[config.mk]
export PLATFORM = sky130hd
export DESIGN_NAME = iter_mult_acc_x2
export DESIGN_NICKNAME = d
export VERILOG_FILES = /design/src/rtl/iter_mult_pkg.sv /design/src/rtl/iter_mult_acc_x2_step.sv /design/src/rtl/iter_mult_acc_x2.sv
export SDC_FILE = /design/constraint.sdc
export NUM_CORES = 1
export LEC_CHECK = 0
export CAP_MARGIN = 20
export CORE_ASPECT_RATIO = 0.75
export CORE_UTILIZATION = 49
export CTS_BUF_LIST = sky130_fd_sc_hd__clkbuf_16
export CTS_CLUSTER_DIAMETER = 100
export DETAILED_ROUTE_END_ITERATION = 6
export GPL_ROUTABILITY_DRIVEN = 0
export PLACE_DENSITY_LB_ADDON = 0.3
export RECOVER_POWER = 25
export SLEW_MARGIN = 20
export SYNTH_ARGS = -nofsm -noshare
export SYNTH_HDL_FRONTEND = slang
export SYNTH_HIERARCHICAL = 1
export SYNTH_SLANG_ARGS = --single-unit
[constraint.sdc]
create_clock -name clk -period 8.3 [get_ports clk]
set_input_delay 0.83 -clock clk [delete_from_list [all_inputs] [get_ports clk]]
set_output_delay 0.83 -clock clk [all_outputs]
set_load 0.03 [all_outputs]
[src/rtl/iter_mult_pkg.sv]
// Shared types and sizing helpers for the iterative radix-4 multiplier (iter_mult_acc_x2).
package iter_mult_pkg;

  typedef enum logic [1:0] {
    IDLE = 2'd0,
    RUN  = 2'd1,
    DONE = 2'd2
  } state_t;

  localparam int unsigned DEF_WIDTH_A = 8;
  localparam int unsigned DEF_WIDTH_B = 8;
  localparam int unsigned PROD_W      = DEF_WIDTH_A + DEF_WIDTH_B;

  // Width of the pair counter, which holds 0 .. WIDTH_B/2-1.
  function automatic int unsigned cnt_width(input int unsigned width_b);
    return (width_b / 2 > 1) ? $clog2(width_b / 2) : 1;
  endfunction

endpackage

[src/rtl/iter_mult_acc_x2_step.sv]
// One radix-4 layer: acc_out = acc_in + (a * pair) << (2*cnt).
module mul_layer_x2_step #(
  parameter int unsigned WIDTH_A = 8,
  parameter int unsigned AW      = 16,
  parameter int unsigned CW      = 2
)(
  input  logic [WIDTH_A-1:0] a,
  input  logic [1:0]         pair,
  input  logic [CW-1:0]      cnt,
  input  logic [AW-1:0]      acc_in,
  output logic [AW-1:0]      acc_out
);

  logic [WIDTH_A+1:0] pp;

  always_comb begin
    pp      = {2'b00, a} * {{WIDTH_A{1'b0}}, pair};
    acc_out = acc_in + (AW'(pp) << {cnt, 1'b0});
  end

endmodule

[src/rtl/iter_mult_acc_x2.sv]
// Sequential unsigned multiplier retiring two multiplier bits per clock with valid/ready handshakes.
// Optional multiply-accumulate mode: define ITER_MULT_MAC_EN.
module iter_mult_acc_x2
  import iter_mult_pkg::*;
#(
  parameter int unsigned WIDTH_A   = DEF_WIDTH_A,
  parameter int unsigned WIDTH_B   = DEF_WIDTH_B,
  parameter int unsigned ACC_WIDTH = 24,
`ifdef ITER_MULT_MAC_EN
  localparam int unsigned AW = ACC_WIDTH
`else
  localparam int unsigned AW = WIDTH_A + WIDTH_B
`endif
)(
  input  logic               clk,
  input  logic               rst_n,
  input  logic               in_valid,
  output logic               in_ready,
  input  logic [WIDTH_A-1:0] a,
  input  logic [WIDTH_B-1:0] b,
  input  logic               cin,
`ifdef ITER_MULT_MAC_EN
  input  logic               acc_clr,
`endif
  output logic               out_valid,
  input  logic               out_ready,
  output logic [AW-1:0]      product,
  output logic               busy
);

  localparam int unsigned PAIRS = WIDTH_B / 2;
  localparam int unsigned CW    = cnt_width(WIDTH_B);

  if (WIDTH_A < 2 || WIDTH_B < 2 || (WIDTH_B % 2) != 0 || ACC_WIDTH < WIDTH_A + WIDTH_B)
  begin : g_param_check
    $error("iter_mult_acc_x2: illegal parameter combination");
  end

  state_t             state;
  logic [WIDTH_A-1:0] a_r;
  logic [WIDTH_B-1:0] b_sh;
  logic [CW-1:0]      cnt;
  logic [AW-1:0]      acc;
  logic [AW-1:0]      acc_step;
  logic [AW-1:0]      acc_init;
  logic               accept;
  logic               last_pair;

  assign in_ready  = (state == IDLE) || (state == DONE && out_ready);
  assign accept    = in_valid && in_ready;
  assign product   = acc;
  assign last_pair = ((b_sh >> 2) == '0) || (cnt == CW'(PAIRS - 1));

`ifdef ITER_MULT_MAC_EN
  assign acc_init = acc_clr ? AW'(cin) : acc + AW'(cin);
`else
  assign acc_init = AW'(cin);
`endif

  mul_layer_x2_step #(
    .WIDTH_A (WIDTH_A),
    .AW      (AW),
    .CW      (CW)
  ) u_step (
    .a       (a_r),
    .pair    (b_sh[1:0]),
    .cnt     (cnt),
    .acc_in  (acc),
    .acc_out (acc_step)
  );

  // Accept is only possible from IDLE or DONE, so it takes priority over the state actions.
  always_ff @(posedge clk or negedge rst_n) begin
    if (!rst_n) begin
      state     <= IDLE;
      a_r       <= '0;
      b_sh      <= '0;
      cnt       <= '0;
      acc       <= '0;
      out_valid <= 1'b0;
      busy      <= 1'b0;
    end else if (accept) begin
      a_r  <= a;
      b_sh <= b;
      cnt  <= '0;
      acc  <= acc_init;
      if (b == '0) begin
        state     <= DONE;
        out_valid <= 1'b1;
        busy      <= 1'b0;
      end else begin
        state     <= RUN;
        out_valid <= 1'b0;
        busy      <= 1'b1;
      end
    end else begin
      case (state)
        RUN: begin
          acc  <= acc_step;
          b_sh <= b_sh >> 2;
          cnt  <= cnt + 1'b1;
          if (last_pair) begin
            state     <= DONE;
            out_valid <= 1'b1;
            busy      <= 1'b0;
          end
        end
        DONE: begin
          if (out_ready) begin
            state     <= IDLE;
            out_valid <= 1'b0;
          end
        end
        default: begin
          state     <= IDLE;
          out_valid <= 1'b0;
          busy      <= 1'b0;
        end
      endcase
    end
  end

endmodule

==> results of run 1 <==
## power by group through the flow
stage	Sequential (W)	Clock [W]	Combinational (W)
after floorplan	0.000378	0	0.000727
after global placement	0.000354	0	0.000975
after detailed placement	0.000357	0	0.000998
after CTS	0.000355	0.000183	0.00101
after global routing	0.000370	0.000191	0.00112
final	0.000354	0.000178	0.00101
## per-layer routing
| layer | vias up | routed length (µm) | GRT usage [%] |
|---|---|---|---|
| met4 | 0 | 21 | 6.94 |
| met3 | 4 | 377 | 4.82 |
| li1 | 1318 | - | - |
| met1 | 1318 | 3590 | 33.4 |
| met2 | 80 | 3090 | 35.7 |
| met5 | - | 0 | 0 |
## critical path, cell delays in order, from the launching register on
cell and delay, ps:
dfrtp_1 470, and2_1 190, ha_1 340, a21o_1 200, a21oi_1 140, nand2_1 130
mux2_4 320, a2111oi_2 390, mux2i_1 150, ha_1 390, a21oi_1 290, o21ai_0 200
a21oi_1 230, o21ai_2 90, xnor3_1 320, nand2_1 60, o21ai_0 70
## worst paths after layout
| kind | to | from | slack (ps) | cells past startpoint |
|---|---|---|---|---|
| worst max-delay path | product[15]$_DFFE_PN0P_ | b_sh[0]$_DFFE_PN0P_ | 4200 | 16 |
| worst max register to register | product[15]$_DFFE_PN0P_ | b_sh[0]$_DFFE_PN0P_ | 4200 | 16 |
| max in group asynchronous | product[9]$_DFFE_PN0P_ | rst_n | 6000 | 1 |
| worst min-delay path | a_r[6]$_DFFE_PN0P_ | a_r[6]$_DFFE_PN0P_ | 520 | 1 |
| min in group asynchronous | a_r[1]$_DFFE_PN0P_ | rst_n | 1130 | 1 |
| worst min register to register | a_r[6]$_DFFE_PN0P_ | a_r[6]$_DFFE_PN0P_ | 520 | 1 |
## state kept, by name, summed over array words and instances, names as in the netlist
name     count
product     16
b_sh         8
cnt          2
a_r          8
busy         1
state        2
## final cells by class
| cell class | instances | area [µm²] | area share, % |
|---|---|---|---|
| clock inverter | 2 | 7.51 | 0.211 |
| timing repair buffer | 41 | 399 | 11.2 |
| inverter | 12 | 45.0 | 1.26 |
| tap | 78 | 97.6 | 2.74 |
| sequential | 37 | 926 | 26.0 |
| multi-input combinational | 284 | 1960 | 55.1 |
| clock buffer | 5 | 125 | 3.51 |
## kinds of logic (layout without fill, tap and decap cells)
group,Yosys count,count (layout),share of synthesized area (%)
xor gates and xnor gates,17,17,5.45
muxes,14,14,5.28
adders and majority gates,26,26,11.4
buffers and inverters,23,60,3.27
AOI/OAI and AO/OA,93,93,21.0
DFF,37,37,31.0
and+or+nand+nor,134,134,22.6
## cells in the final DEF (no fill, tap or decap), types with 5 or more instances in the layout
cell type,n
and2_1,19
nor2b_1,5
nor2_1,16
clkdlybuf4s50_1,38
mux2_2,10
dfrtp_1,37
nand3_1,5
clkbuf_16,5
a21oi_1,19
a21o_1,6
xor2_1,7
nand2_1,59
xnor2_1,9
inv_1,12
ha_1,24
a221o_1,8
o21ai_0,28
nand2b_1,5
## stage by stage
| stage | instance area, µm² | worst slack, ps | utilization (%) | hold slack [ps] | std cells |
|---|---|---|---|---|---|
| floorplan | 2980 | 4740 | - | 487 | 344 |
| global placement | 3430 | 4380 | 58.6 | 521 | 452 |
| detailed placement | 3430 | 4300 | 58.6 | 519 | 452 |
| CTS | 3560 | 4260 | 60.8 | 531 | 459 |
| global route | 3560 | 3920 | 60.8 | 550 | 459 |
| finish | 3560 | 4200 | 60.8 | 523 | 459 |
==> reports/qor.yml, run 1 <==
routing:
  wl_um: 7080
  final_antenna_net_count: 0
  via_count: 2720
  drt_iter0_drc: 209
  drc: 0
  wl_per_cell_um: 15.4
  vias_per_cell: 5.93
  dr.pass1.iters: 4
clocking:
  clkLatencyLatePin_ps: 280
  clockRootBuffer: "clkbuf_16"
  cts_buffer_depth: 2
  cts_tree: "built"
  holdBufCountCts: 0
  cts_buffers: 5
  h-tree-depth: 2
  post_cts_resized: 0
  postCtsSetupBuffers: 0
  clock-sinks: 37
  cts.clk_slew.worst_paths_ps: 60
worst_setup_path:
  critical_path_class: "reg -> reg"
  cp-end-kind: "flop"
  start_kind: "flop"
  cp_data_required_time_ps: 8460
  worstPathArrival_ps: 4260
  critPathMaxFanout: 10
sta:
  fin_skew_ps: 4.16
  post-route-min-period_ps: 4100
  fmax_mhz: 244
  slew-limit-headroom_pct: -35.8
  rsz0062_at_grt: "no"
  fin_setup_tns_ps: 0
  fin_crit_sh_pct: 49.4
  drv_slew: 38
  finalSetupViolCount: 0
  tightest_slew_ps: 2040
  hold_viol: 0
logic_synthesis:
  synth_most_common_cell: "nand2_1"
  synth_common_cells: "59 x nand2_1, 37 x dfrtp_1, 28 x o21ai_0"
  syn_area_mm2: 0.00298
  ys_seq_elements: 37
  syn_avg_cell_area_um2: 8.67
  yosysTopAreaCell: "dfrtp_1"
  seq_area_frac_synth_pct: 31.0
  synthFlopType: "dfrtp_1"
  ys_warn_count: 6
  synth_top_area_share_pct: 31.0
  synth_cell_types: 60
  syn-num-nets: 391
  async_flop_share_pct: 100
  synth_edf_count: 0
  synth.area.top_cells: "dfrtp_1 31%, ha_1 10%, nand2_1 7.4%, o21ai_0 4.7%, and2_1 4.0%"
  syn_inst: 344
pwr:
  p_clk_share_pct: 11.5
  peakVddDrop_mv: 0.221
  switching_power_w: 0.000736
  power_w: 0.00154
  p_seq_share_pct: 22.9
  comb_power_share_pct: 65.5
  power_density_mw_per_mm2: 433
  p_int_w: 0.000807
  p_leak_nw: 1.61
  swShare_pct: 47.7
global_route:
  grt_usage_pct: 23.4
  grt_remaining_overflow: 0
  grt_pass1_wl_um: 12100
  grt_pass1_vias: 2553
  antenna_found_initial: 0
  grt_max_degree: 38
placed_design:
  post-dp-hpwl_um: 5210
  port_buffers: 39
run:
  drv_cap: 1
hold_path:
  hold_class: "reg -> reg"
floorplanning:
  dieHeight_um: 69.6
  die-area_mm2: 0.00641
  pin_count: 40
  core-area_mm2: 0.00586
  initial_core_util_pct: 51.0
  rows: 24
  die_x_um: 92.1
finish:
  syn_to_final_growth_pct: 19.3
  layout.nets: 428
  drive_gt1_share_pct: 7.61
  n_fill_cell: 537
  antenna_cells: 0
outcome:
  status: "complete, but fails checks"
  violations: "capacitance limit, slew limit"
(Power assumes the default switching activity.)
==> inputs of run 2 (changes only) <==
Clock period 8.3 ns to 3.7 ns, I/O delays scaled along.
==> run 2 against run 1 <==
Net effect:
- the run still ends with capacitance limit, slew limit left
- highest routed layer unchanged
- critical path type unchanged
- worst setup slack lost 4200 ps
- non-clock buffer count grew 39
- wire length grew 16%
==> reports/qor.yml, run 2 (same netlist as run 1, synthesis figures left out) <==
outcome:
  status: "complete, but fails checks"
  violations: "capacitance limit, slew limit"
floorplanning:
  pin_count: 40  # unchanged
  die_x_um: 92.1  # unchanged
  dieHeight_um: 69.6  # unchanged
  initial_core_util_pct: 51.0  # unchanged
  die-area_mm2: 0.00641  # unchanged
  rows: 24  # unchanged
  core-area_mm2: 0.00586  # unchanged
clocking:
  clock-sinks: 37  # unchanged
  cts.clk_slew.worst_paths_ps: 60  # about the same
  cts_buffers: 5  # unchanged
  cts_tree: "built"
  cts_buffer_depth: 2  # unchanged
  h-tree-depth: 2  # unchanged
  clkLatencyLatePin_ps: 280  # about the same
  holdBufCountCts: 0  # unchanged
  clockRootBuffer: "clkbuf_16"
finish:
  regArea_um2: 928  # +0.27%
  final_common_cell: "nand2_1"
  n_fill_cell: 449  # -16%
  antenna_cells: 0  # unchanged
  final_area_mm2: 0.00416  # +17%
  syn_to_final_growth_pct: 39.4
  utilization_pct: 71.0  # +10 points
  drive_gt1_share_pct: 26.9  # +19 points
  multi_input_area_mm2: 0.00225  # +15%
  largest_reg_flops: 16  # unchanged
  final_cell_mix: "54 x nand2_1, 38 x clkdlybuf4s50_1, 38 x buf_4"
  layout.nets: 467  # +9.1%
  fin_cells: 498  # +8.5%
sta:
  tightest_slew_ps: 2010  # -26.3 ps
  fin_crit_sh_pct: 99.7  # +50 points
  timing.final.ws_setup_ps: 10.6  # -4190 ps
  hold_viol: 0  # unchanged
  fin_skew_ps: 4.48  # +0.320 ps
  finalSetupViolCount: 0  # unchanged
  rsz0062_at_grt: "yes"
  slew-limit-headroom_pct: -34.1  # +1.8 points
  fmax_mhz: 271  # +11%
  post-route-min-period_ps: 3690  # -415 ps
  drv_slew: 38  # unchanged
  worst_hold_slack_ps: 530  # +6.44 ps
placed_design:
  place_inst: 475  # +5.1%
  post-dp-hpwl_um: 5470  # +5.1%
  port_buffers: 39  # unchanged
  pre_cts_slack_ps: -132  # -4430 ps
  place_area_mm2: 0.00360  # +5.0%
pwr:
  power_density_mw_per_mm2: 1060  # +140%
  peakVddDrop_mv: 0.533  # +140%
  p_leak_nw: 1.84  # +14%
  swShare_pct: 46.0  # -1.7 points
  p_seq_share_pct: 17.4  # -5.5 points
  p_clk_share_pct: 9.1  # -2.4 points
  switching_power_w: 0.00202  # +170%
  comb_power_share_pct: 73.6  # +8.1 points
  p_int_w: 0.00237  # +190%
hold_path:
  hold_class: "reg -> reg"
run:
  drv_cap: 1  # unchanged
worst_setup_path:
  cp_data_required_time_ps: 3830  # -4630 ps
  critPathMaxFanout: 5  # -5
  start_kind: "flop"
  critical_path_class: "reg -> reg"
  worstPathArrival_ps: 3820  # -440 ps
  cp-end-kind: "flop"
routing:
  wl_per_cell_um: 16.5  # +7.2%
  wl_um: 8230  # +16%
  final_antenna_net_count: 0  # unchanged
  drt_iter0_drc: 216  # +3.3%
  drc: 0  # unchanged
  via_count: 2924  # +7.5%
  vias_per_cell: 5.87  # -0.92%
  dr.pass1.iters: 5  # +1
global_route:
  grt_use_met1_pct: 35.5  # +2.1 points
  gr-usage-met3_pct: 5.04  # +0.22 points
  grt-busiest-layer: "met2"
  antenna_found_initial: 0  # unchanged
  grt_use_met2_pct: 37.8  # +2.1 points
  grt_pass1_vias: 2675  # +4.8%
  grt_usage_pct: 24.3  # +0.90 points
  grt_max_degree: 38  # unchanged
  grt_remaining_overflow: 0  # unchanged
  grt_pass1_wl_um: 12600  # +4.2%
==> run 2: cell types whose count changed in the layout (fill, tap and decap cells not counted), sizes merged <==
cell	delta
buf	+39
==> run 2: path summary, 6_finish.rpt <==
| path | cells past startpoint | slack (ps) | end | from |
|---|---|---|---|---|
| worst max-delay path | 16 | 10 | product[15]$_DFFE_PN0P_ | b_sh[1]$_DFFE_PN0P_ |
| worst min-delay path | 1 | 530 | a_r[6]$_DFFE_PN0P_ | a_r[6]$_DFFE_PN0P_ |
| worst max register to register | 16 | 10 | product[15]$_DFFE_PN0P_ | b_sh[1]$_DFFE_PN0P_ |
| worst min register to register | 1 | 530 | a_r[6]$_DFFE_PN0P_ | a_r[6]$_DFFE_PN0P_ |
| max in group asynchronous | 1 | 1750 | b_sh[0]$_DFFE_PN0P_ | rst_n |
| min in group asynchronous | 1 | 660 | a_r[2]$_DFFE_PN0P_ | rst_n |
==> run 2: repair_timing <==
item / 4_1_cts / 5_1_grt
endpoints found under the hold margin: 0 / 0
pin swaps: 8 / 39
gates resized for setup: 13 / 54
buffers inserted: 6 / 10
setup endpoints to repair: 4 / 8
==> run 2: cell type report <==
class	instances	area share, %
Inverter	12	1.08
Tap cell	78	2.35
Clock buffer	5	3.01
Multi-Input combinational cell	284	54.2
Clock inverter	2	0.181
Sequential cell	37	22.3
Timing Repair Buffer	80	16.9
==> run 2: metal layers <==
layer  vias up  wire, µm
met5         -         0
met4         0        97
met3        14       511
met2       132      3710
met1      1391      3910
li1       1387         -
==> run 2: power by group through the flow <==
stage | registers, W | logic (W) | clock network (W)
floorplan | 0.000848 | 0.00163 | 0
global placement | 0.000741 | 0.00245 | 0
detailed placement | 0.000752 | 0.00250 | 0
CTS | 0.000748 | 0.00269 | 0.000404
global route | 0.000786 | 0.00347 | 0.000430
finish | 0.000763 | 0.00323 | 0.000399
==> run 2: stage by stage <==
step	TNS, ps	total power [W]
finish	0	0.00440
global route	-308	0.00468
CTS	-14.2	0.00384
detailed placement	-259	0.00326
global placement	-49.9	0.00319
floorplan	0	0.00248
==> run 2: critical path, stage by stage (launching register included) <==
cell and delay, ps:
dfrtp_2 440, and2_1 180, ha_4 240, a21o_1 190
a21oi_2 130, nand2_2 90, mux2_4 320, a2111oi_4 350
mux2i_1 150, ha_1 390, buf_6 150, and3_4 210
nand3_1 100, o21ai_2 140, xnor3_1 310, nand2_1 60
o21ai_0 70
==> inputs of run 3 (changes only) <==
Settings changed: CORE_UTILIZATION 49 to 50, CTS_CLUSTER_SIZE from default to 25, SLEW_MARGIN 20 to default.
==> run 3 against run 2 <==
Net effect:
- critical endpoint is now product[14]$_DFFE_PN0P_
- utilization is 4.6 points higher
- via count grew 1.4%
- the flow finishes with violations (capacitance limit, slew limit, setup timing)
- largest cell class unchanged
- hold slack improved by 1.9 ps
- clock skew grew 1.6 ps
- total power grew 5.7%
- clock power is 42% higher
- flip-flop and latch count did not move
- sequential power rose by 0.8%
- combinational power grew 2%
- first-iteration DRC count down 23%
- count of clock-buffer cells in the layout did not move
==> reports/qor.yml, run 3 (same netlist as run 1, synthesis figures left out) <==
outcome:
  status: "complete, but fails checks"
  violations: "capacitance limit, slew limit, setup timing"
global_route:
  grt_pass1_wl_um: 12200  # -2.6%
  grt_pass1_vias: 2594  # -3.0%
  antenna_found_initial: 0  # unchanged
  grt_usage_pct: 25.0  # +0.65 points
  grt_max_degree: 38  # unchanged
  grt_remaining_overflow: 0  # unchanged
sta:
  worst_hold_slack_ps: 531  # +1.89 ps
  hold_viol: 0  # unchanged
  finalSetupViolCount: 1  # +1
  drv_slew: 38  # unchanged
  tightest_slew_ps: 2030  # +23.3 ps
  fin_crit_sh_pct: 100  # +0.72 points
  post-route-min-period_ps: 3720  # +26.7 ps
  fmax_mhz: 269  # -0.72%
  fin_skew_ps: 6.05  # +1.58 ps
  rsz0062_at_grt: "yes"
  slew-limit-headroom_pct: -35.6  # -1.6 points
  timing.final.ws_setup_ps: -16.0  # -26.7 ps
floorplanning:
  initial_core_util_pct: 53.7  # +2.8 points
  rows: 23  # -4.2%
  die_x_um: 91.2  # -0.98%
  die-area_mm2: 0.00628  # -2.0%
  dieHeight_um: 68.9  # -0.98%
  pin_count: 40  # unchanged
  core-area_mm2: 0.00555  # -5.1%
clocking:
  clockRootBuffer: "clkbuf_16"
  clkLatencyLatePin_ps: 290  # about the same
  holdBufCountCts: 0  # unchanged
  h-tree-depth: 2  # unchanged
  cts_tree: "built"
  cts_buffer_depth: 2  # unchanged
  cts_buffers: 5  # unchanged
  clock-sinks: 37  # unchanged
  cts.clk_slew.worst_paths_ps: 60  # about the same
run:
  drv_cap: 1  # unchanged
worst_setup_path:
  worstPathArrival_ps: 3930  # +110 ps
  critical_path_class: "reg -> reg"
  cp-end-kind: "flop"
  reg2reg_from: "b_sh[1]$_DFFE_PN0P_"
  critPathMaxFanout: 5  # unchanged
  startpoint: "b_sh[1]$_DFFE_PN0P_"
  cp_data_required_time_ps: 3920  # +90 ps
  start_kind: "flop"
pwr:
  p_leak_nw: 1.86  # +0.92%
  swShare_pct: 44.8  # -1.1 points
  peakVddDrop_mv: 0.501  # -6.0%
  p_clk_share_pct: 12.2  # +3.1 points
  switching_power_w: 0.00208  # +3.1%
  p_int_w: 0.00256  # +7.9%
  p_seq_share_pct: 16.6  # -0.8 points
  power_density_mw_per_mm2: 1110  # +4.6%
  comb_power_share_pct: 71.2  # -2.4 points
placed_design:
  post-dp-hpwl_um: 5380  # -1.7%
  port_buffers: 39  # unchanged
  pre_cts_slack_ps: -94.8  # +37.6 ps
finish:
  drive_gt1_share_pct: 28.1  # +1.2 points
  final_common_cell: "nand2_1"
  largest_reg_flops: 16  # unchanged
  final_cell_mix: "53 x nand2_1, 38 x clkdlybuf4s50_1, 35 x dfrtp_1"
  antenna_cells: 0  # unchanged
  syn_to_final_growth_pct: 40.8
  layout.nets: 463  # -0.86%
routing:
  wl_um: 8720  # +5.9%
  wl_per_cell_um: 17.7  # +7.2%
  drt_iter0_drc: 167  # -23%
  dr.pass1.iters: 5  # unchanged
  final_antenna_net_count: 0  # unchanged
  via_count: 2964  # +1.4%
  drc: 0  # unchanged
  vias_per_cell: 6.02  # +2.6%
hold_path:
  hold_class: "reg -> reg"
  holdCritStartpoint: "a_r[6]$_DFFE_PN0P_"
==> run 3: cell types whose count changed in the layout (fill, tap and decap cells not counted), moves of 2 or more <==
cell and delta:
buf_4 -5, nor2_1 -3, nor2_2 +3, bufinv_16 +2
==> run 3: area by class of cell <==
cell class	count	area, µm²
clock buffer	5	125
clock inverter	3	65.1
sequential	37	928
timing repair buffer	76	677
fill	355	1350
multi-input combinational	284	2270
inverter	12	45.0
tap	75	93.8
==> run 3: stage by stage <==
step | total power (W) | setup TNS, ps | utilization, % | area [µm²] | instances
2_1_floorplan | 0.00248 | 0 | - | 2980 | 344
3_3_place_gp | 0.00322 | -33.1 | 64.8 | 3600 | 472
3_5_place_dp | 0.00327 | -220 | 64.8 | 3600 | 472
4_1_cts | 0.00397 | 0 | 69.6 | 3870 | 484
5_1_grt | 0.00491 | -282 | 75.6 | 4200 | 492
6_report | 0.00464 | -16.0 | 75.6 | 4200 | 492
==> run 3: path summary, 6_finish.rpt <==
check	end	slack (ps)	cells past startpoint
hold / removal	a_r[6]$_DFFE_PN0P_	530	1
max in group asynchronous	b_sh[0]$_DFFE_PN0P_	1730	1
setup reg to reg	product[14]$_DFFE_PN0P_	-20	19
min in group asynchronous	b_sh[1]$_DFFE_PN0P_	660	1
hold reg to reg	a_r[6]$_DFFE_PN0P_	530	1
setup / recovery	product[14]$_DFFE_PN0P_	-20	19
==> run 3: repair_timing <==
item	in CTS	in global routing
pin swaps	6	42
setup endpoints to repair	4	7
setup buffers	4	8
resized for setup	9	65
==> run 3: power by group through the flow <==
stage          Combinational (W)  Clock [W]  Sequential, W
2_1_floorplan            0.00163          0       0.000848
3_3_place_gp             0.00247          0       0.000744
3_5_place_dp             0.00252          0       0.000749
4_1_cts                  0.00266   0.000566       0.000745
5_1_grt                  0.00353   0.000589       0.000791
6_report                 0.00331   0.000566       0.000769
==> run 3: critical path: stages, from the launching register on <==
cell,delay [ps]
dfrtp_2,450
and2_4,180
ha_4,160
inv_2,60
fa_2,200
nand2b_4,150
nand2b_1,90
a211oi_1,340
nor2_2,120
a21oi_1,220
o311ai_2,140
buf_4,170
ha_1,290
a21o_1,210
a22o_1,260
nor4b_2,270
mux2i_1,100
o2111ai_1,80
nand2_1,70
o21ai_1,80
==> run 3: routing by layer <==
layer,track usage (%),vias up,wire length [µm]
met5,0,-,0
li1,-,1384,-
met4,6.55,0,263
met3,5.26,29,431
met1,33.8,1433,4090
met2,41.5,118,3940
